$ cat src/rtl/seven_seg_scanner.sv
// Multiplexed common-anode 7-segment driver with shadowed value,
// per-digit enable/dp, optional leading-zero blanking and dead time.
module seven_seg_scanner #(
  parameter int NUM_DIGITS   = 4,
  parameter int CLK_DIV      = 100000,
  parameter int BLANK_CYCLES = 16,
  parameter int LZ_BLANK     = 0,
  localparam int IW = (NUM_DIGITS > 1) ? $clog2(NUM_DIGITS) : 1,
  localparam int CW = $clog2(CLK_DIV)
) (
  input  logic                    clk,
  input  logic                    rst_n,
  input  logic [4*NUM_DIGITS-1:0] value,
  input  logic [NUM_DIGITS-1:0]   dp,
  input  logic [NUM_DIGITS-1:0]   digit_en,
  input  logic                    load,
  output logic [6:0]              Seg,
  output logic                    DP,
  output logic [NUM_DIGITS-1:0]   An,
  output logic [IW-1:0]           scan_idx
);

  logic [CW-1:0]           cnt;
  logic [4*NUM_DIGITS-1:0] sh_value;
  logic [NUM_DIGITS-1:0]   sh_dp;
  logic [NUM_DIGITS-1:0]   sh_en;

  logic [3:0]            nib;
  logic                  lz;
  logic                  vis;
  logic                  wrap;
  logic [6:0]            seg_d;
  logic                  dp_d;
  logic [NUM_DIGITS-1:0] an_d;

  function automatic logic [6:0] glyph(input logic [3:0] h);
    logic [6:0] g;
    case (h)
      4'h0: g = 7'b1000000;
      4'h1: g = 7'b1111001;
      4'h2: g = 7'b0100100;
      4'h3: g = 7'b0110000;
      4'h4: g = 7'b0011001;
      4'h5: g = 7'b0010010;
      4'h6: g = 7'b0000010;
      4'h7: g = 7'b1111000;
      4'h8: g = 7'b0000000;
      4'h9: g = 7'b0010000;
      4'hA: g = 7'b0001000;
      4'hB: g = 7'b0000011;
      4'hC: g = 7'b1000110;
      4'hD: g = 7'b0100001;
      4'hE: g = 7'b0000110;
      default: g = 7'b0001110;
    endcase
    return g;
  endfunction

  assign wrap = (cnt == CW'(CLK_DIV - 1));

  always_comb begin
    nib = sh_value[4*int'(scan_idx) +: 4];
    lz  = 1'b0;
    // blank when this and every more-significant nibble is zero
    if (LZ_BLANK != 0 && scan_idx != '0) begin
      lz = 1'b1;
      for (int j = 0; j < NUM_DIGITS; j++) begin
        if (j >= int'(scan_idx) && sh_value[4*j +: 4] != 4'h0)
          lz = 1'b0;
      end
    end
    vis   = (cnt >= CW'(BLANK_CYCLES)) && sh_en[scan_idx] && !lz;
    seg_d = 7'h7F;
    dp_d  = 1'b1;
    an_d  = '1;
    if (vis) begin
      seg_d          = glyph(nib);
      dp_d           = ~sh_dp[scan_idx];
      an_d[scan_idx] = 1'b0;
    end
  end

  always_ff @(posedge clk) begin
    if (!rst_n) begin
      cnt      <= '0;
      scan_idx <= '0;
      sh_value <= '0;
      sh_dp    <= '0;
      sh_en    <= '0;
      Seg      <= 7'h7F;
      DP       <= 1'b1;
      An       <= '1;
    end else begin
      if (wrap) begin
        cnt <= '0;
        if (scan_idx == IW'(NUM_DIGITS - 1))
          scan_idx <= '0;
        else
          scan_idx <= scan_idx + 1'b1;
      end else begin
        cnt <= cnt + 1'b1;
      end
      if (load) begin
        sh_value <= value;
        sh_dp    <= dp;
        sh_en    <= digit_en;
      end
      Seg <= seg_d;
      DP  <= dp_d;
      An  <= an_d;
    end
  end

endmodule
$ cat config.mk
export PLATFORM = sky130hd
export DESIGN_NAME = seven_seg_scanner
export DESIGN_NICKNAME = d
export VERILOG_FILES = /design/src/rtl/seven_seg_scanner.sv
export SDC_FILE = /design/constraint.sdc
export NUM_CORES = 1
export LEC_CHECK = 0
export BUFFER_PORTS_ARGS = -buffer_cell sky130_fd_sc_hd__buf_4
export CORE_ASPECT_RATIO = 1.1
export CORE_MARGIN = 2
export CORE_UTILIZATION = 52
export CTS_BUF_LIST = sky130_fd_sc_hd__clkbuf_8
export DETAILED_ROUTE_END_ITERATION = 8
export PLACE_DENSITY = 0.8
export SYNTH_ARGS = -nofsm -noshare
export SYNTH_HDL_FRONTEND = slang
export SYNTH_SLANG_ARGS = --single-unit
$ cat constraint.sdc
create_clock -name clk -period 1.9 [get_ports clk]
set_input_delay 0.095 -clock clk [delete_from_list [all_inputs] [get_ports clk]]
set_output_delay 0.095 -clock clk [all_outputs]
set_load 0.01 [all_outputs]
### Word-level counts from Yosys, hierarchy flattened

Memory sizes are Yosys's and may differ from the RTL's. A register that Yosys moved wholly into a read port is not among the register bits.
Cells that the tools add are included.

| word-level totals | value |
|---|---|
| bits in registers | 48 |
| bits in latches | 0 |
| bits in writable memories | 0 |
| bits in read-only memories | 112 |
| input port bits | 27 |
| output and inout bits | 14 |
| word-level logic and storage cells | 31 |
| memories | 1 |

| cells by class | value |
|---|---|
| add/sub/neg operators | 2 |
| $mul | 0 |
| div/mod/pow operators | 0 |
| order comparisons | 3 |
| equal/unequal tests | 2 |
| shift operators | 1 |
| mux-type cells | 7 |
| bitwise operators | 3 |
| reduce and logical (&&, ||, !) cells | 5 |

Memories:

| memory | words | width | rd ports | clocked after Yosys merged registers in | write ports | RTL line | source |
|---|---|---|---|---|---|---|---|
| (name not given) | 16 | 7 | 1 | 1 | 0 | 38 | `case (h)` |

Operators by type and width:

| operator | number |
|---|---|
| $add 17x1->17 const B | 1 |
| $eq 17x17->1 const B | 1 |
| $ge 17x5->1 const B | 1 |
| $shiftx 16x5->4 | 1 |
| $bmux 1 s2 | 2 |
| $not 4->4 | 1 |
| $lt 2x3->1 const B | 1 |
| $mux 1 | 3 |
| $add 2x1->2 const B | 1 |
| $demux 1 s2 | 1 |
| $eq 2x2->1 const B | 1 |
| $ge 2x1->1 const B | 1 |
| $logic_and 1x1->1 | 2 |
| $mux 2 | 1 |
| $not 1->1 | 2 |
| $reduce_and 2->1 | 1 |
| $reduce_or 2->1 | 1 |
| $logic_not 1->1 | 1 |

### Longest topological paths before layout

| depth | value |
|---|---|
| depth after elaboration | 5 |
| depth in mapped cells | 7 |

### Worst setup path before layout

No wires, ideal clock.

| timing | value |
|---|---|
| path kind | register to register |
| start | reg scan_idx[0] |
| end | reg Seg[1] |
| setup time | 0.125 ns |
| arrival | 1.998 ns |
| setup slack | -0.223 ns |
| cell stages (with the launch flop) | 7 |
| period minus slack after synthesis | 2.123 ns |
| cell sequence | dfxtp_1 -> buf_2 -> mux4_2 -> inv_1 -> ha_1 -> o211ai_1 -> nand3_1 |

| on the way | value |
|---|---|
| cells in the longest elaborated chain, start to end | 5 |
| elaborated cells between the ends (all ways) | 6 |

RTL lines:

| element | RTL line | source |
|---|---|---|
| start, declared | 20 | `output logic [IW-1:0] scan_idx` |
| start signal, assigned | 99 | `scan_idx <= scan_idx + 1'b1;` |
| $bmux 1 s2 | 72 | `vis = (cnt >= CW'(BLANK_CYCLES)) && sh_en[scan_idx] && !lz;` |
| $mux 1 (implied by the code) | 72 |  |
| $logic_and 1x1->1 | 72 |  |
| $reduce_and 2->1 (no line) | -- |  |
| $logic_not 1->1 (no line) | -- |  |
| end, declared | 17 | `output logic [6:0] Seg,` |

Parallel ways exist; a longest one is shown, timed or not. The select of a mux whose other input is x is not followed.
A chain may end at the register's enable or synchronous reset.

### Final worst setup path

| timing | value |
|---|---|
| start | reg scan_idx[0] |
| end | reg Seg[3] |

The elaborated chain is that of the path after synthesis.

==> run_results.csv <==
group,metric,value,unit
synthesis,yosys.area.top_type,"dfxtp_1",
synthesis,synth_area,2490,µm²
timing,skew,0.00841,ns
floorplan,coreArea,4620,µm²
placed_design,hpwl,3550,µm
synthesis,async_flop_share,0,
min_path,hp-class,"input pin to flip-flop",
synthesis,synth_flop_cell,"dfxtp_1",
finish,antenna_cells,0,
clocking,cts_root_buffer,"clkbuf_8",
global_route,track_usage,0.192,
min_path,holdPathStages,3,
floorplan,ios,41,
routing,first_pass_iters,4,
synthesis,synth.distinct_cells,34,
synthesis,syn_area_per_cell,9.62,µm²
worst_setup_path,critPathMaxFanout,5,
min_path,holdCritStartpoint,"value[3]",
timing,hold_viol,0,
worst_setup_path,crit_type,"flip-flop to flip-flop",
timing,slew_headroom,0.730,
global_route,grt_pass1_vias,1905,
timing,finalCriticalPeriod,1.83,ns
status,status,"finished clean",
routing,drt_wl_total,5040,µm
global_route,gr-total-overflow,0,
placed_design,gp_congestion,0.822,
routing,remaining_drc_errors,0,
worst_setup_path,slowest_stage,"mux4_2",
floorplan,initial_core_util,0.540,
finish,drive_above_1_share,0.234,
worst_setup_path,crit_family,"multiplexers",
clocking,clk_pin_slew,0.09,ns
clocking,clkSinkCount,55,
finish,area_delta_synth_final,20.9,%
routing,wl_per_cell,13.8,µm
placed_design,port-buffer-count,40,
clocking,cts_buffers,5,
pwr,power_density,666,nW/µm²
synthesis,ys_warn_count,0,
global_route,grt_max_degree,27,
worst_setup_path,worstPathRequired,2.07,ns
synthesis,yosysMostFrequentCell,"dfxtp_1",
timing,worst_pin_slew,0.405,ns
synthesis,synth_edf_count,0,
timing,fmax,546,MHz
synthesis,ys_seq_area_frac,0.442,
timing,holdWs,0.0269,ns
clocking,htreeDepth,2,
worst_setup_path,cp.arrival,2.00,ns
clocking,hold_buffers,0,
floorplan,fp.dieH,76.6,µm
worst_setup_path,endpoint_kind,"flip-flop",
synthesis,synthTopCellsByArea,"dfxtp_1 44%, mux2i_1 11%, ha_1 6.0%",
global_route,grt_antenna_before_repair,0,
clocking,cts_tree,"built",
timing,period_share,0.963,
worst_setup_path,crit_path_start_kind,"flip-flop",
clocking,clock_path_buffers,2,
timing,finalSetupTns,0,ns
routing,drt_iter0_drc,119,
synthesis,syn-num-nets,298,
routing,num_vias,1985,
timing,setup_viol,0,
global_route,grt_pass1_wl,8470,µm
worst_setup_path,critPathMaxStageDelay,0.56,ns
synthesis,ys_ff_latch,55,
clocking,insertion_delay,0.30,ns
pwr,ir_worst_vdd,0.000528,V
worst_setup_path,rrSetupSlack,0.07,ns
worst_setup_path,reg2regPathDepth,5,
finish,final_area,3010,µm²
finish,nets,348,
routing,ant_nets,0,
placed_design,placed_cell_area,2910,µm²
worst_setup_path,crit_buf_inv,0,
floorplan,num_rows,26,
min_path,hold_path_end,"sh_value[3]$_SDFFE_PN0P_",
worst_setup_path,critical_path.cell_chain,"mux4_2, ha_2, or2_2, a21oi_1, o21ai_0",
floorplan,dieArea,5360,µm²
synthesis,synth_top_area_share,0.442,
routing,vias_per_cell,5.45,
synthesis,synthTopCellsByCount,"55 x dfxtp_1, 39 x nor2_1, 28 x mux2i_1",
pwr,p_leak,0.00122,µW
floorplan,die_x,70.0,µm
timing,slew_violations,0,
synthesis,syn_inst,259,
worst_setup_path,rr_endpoint,"Seg[3]$_SDFF_PN1_",
run,drv_cap,0,
worst_setup_path,r2r_start,"scan_idx[0]$_SDFFE_PN0N_",
-- state kept, by name, summed over array words and instances (netlist names) --
register  flops
DP            1
cnt          17
sh_value     16
sh_en         4
sh_dp         4
Seg           7
An            4
scan_idx      2
-- worst max path at each step --
stage / startpoint / cells past startpoint / end
floorplan: scan_idx[0]$_SDFFE_PN0N_ / 6 / Seg[1]$_SDFF_PN1_
global placement: scan_idx[0]$_SDFFE_PN0N_ / 5 / Seg[3]$_SDFF_PN1_
detailed placement: scan_idx[0]$_SDFFE_PN0N_ / 5 / Seg[3]$_SDFF_PN1_
CTS: scan_idx[0]$_SDFFE_PN0N_ / 5 / Seg[3]$_SDFF_PN1_
global route: scan_idx[0]$_SDFFE_PN0N_ / 5 / Seg[3]$_SDFF_PN1_
finish: scan_idx[0]$_SDFFE_PN0N_ / 5 / Seg[3]$_SDFF_PN1_
-- layout by cell type, fill, tap and decap left out, drive strengths merged --
master / count
mux2i: 28
nor4: 4
or4: 3
nand2: 17
xnor2: 9
o221ai: 1
buf: 53
o22ai: 1
o21a: 1
and2: 1
nor2: 39
or3: 6
o31ai: 1
clkbuf: 5
and3: 2
mux4: 7
nand3: 9
o21ai: 10
xor2: 4
o211ai: 2
nor3: 7
nand2b: 3
mux2: 1
inv: 12
nand4: 3
or2: 2
dfxtp: 55
nand3b: 1
ha: 12
clkinv: 1
a21oi: 8
-- cell families (layout without fill, tap and decap cells) --
kind of cell	after synthesis	count (layout)	synth area share
AO/OA/AOI/OAI	24	24	0.0557
buffers and inverters	23	71	0.0377
multiplexers	35	36	0.171
XOR/XNOR	13	13	0.0457
flip-flops	55	55	0.442
AND/OR/NAND/NOR	97	97	0.188
adder cells (fa/ha/maj)	12	12	0.0602
-- layout make-up --
| class | count | area (µm²) |
|---|---|---|
| fillers | 393 | 1610 |
| clock buffers | 5 | 68.8 |
| repair buffers | 53 | 398 |
| multi-input cells | 182 | 1330 |
| inverters | 12 | 45.0 |
| well taps | 56 | 70.1 |
| clock inverters | 1 | 3.75 |
| flip-flops and latches | 55 | 1100 |
-- what timing repair did --
action / 4_1_cts / 5_1_grt
endpoints found under the setup margin: 0 / 3
resized for setup: 0 / 1
buffers inserted: 0 / 1
-- worst register-to-register path: cells and delay by family, from the launching register on --
family | cells | cell delay (ns)
simple gates | 1 | 0.30
compound gates | 2 | 0.24
mux | 1 | 0.56
fa+ha+maj | 1 | 0.24
flops | 1 | 0.37
-- through the flow --
step | total power, µW | worst slack (ns) | util | std cells
2_1_floorplan | 1360 | 0.00936 | - | 259
3_3_place_gp | 1430 | 0.0947 | 0.629 | 356
3_5_place_dp | 1440 | 0.0295 | 0.629 | 356
4_1_cts | 2020 | 0.00765 | 0.645 | 362
5_1_grt | 2110 | -0.0227 | 0.652 | 364
6_report | 2010 | 0.0700 | 0.652 | 364
-- layer usage --
layer	share of wire	vias up	global-route usage
li1	-	994	-
met1	0.47	915	0.262
met2	0.46	67	0.303
met3	0.057	9	0.0503
met4	0.016	0	0.0538
met5	0	-	0
-- power by group --
part,switching [µW],internal (µW)
sequential,29.5,1190
clock,342,241
combinational,96.1,112
total,468,1540
(Power assumes the default switching activity.)
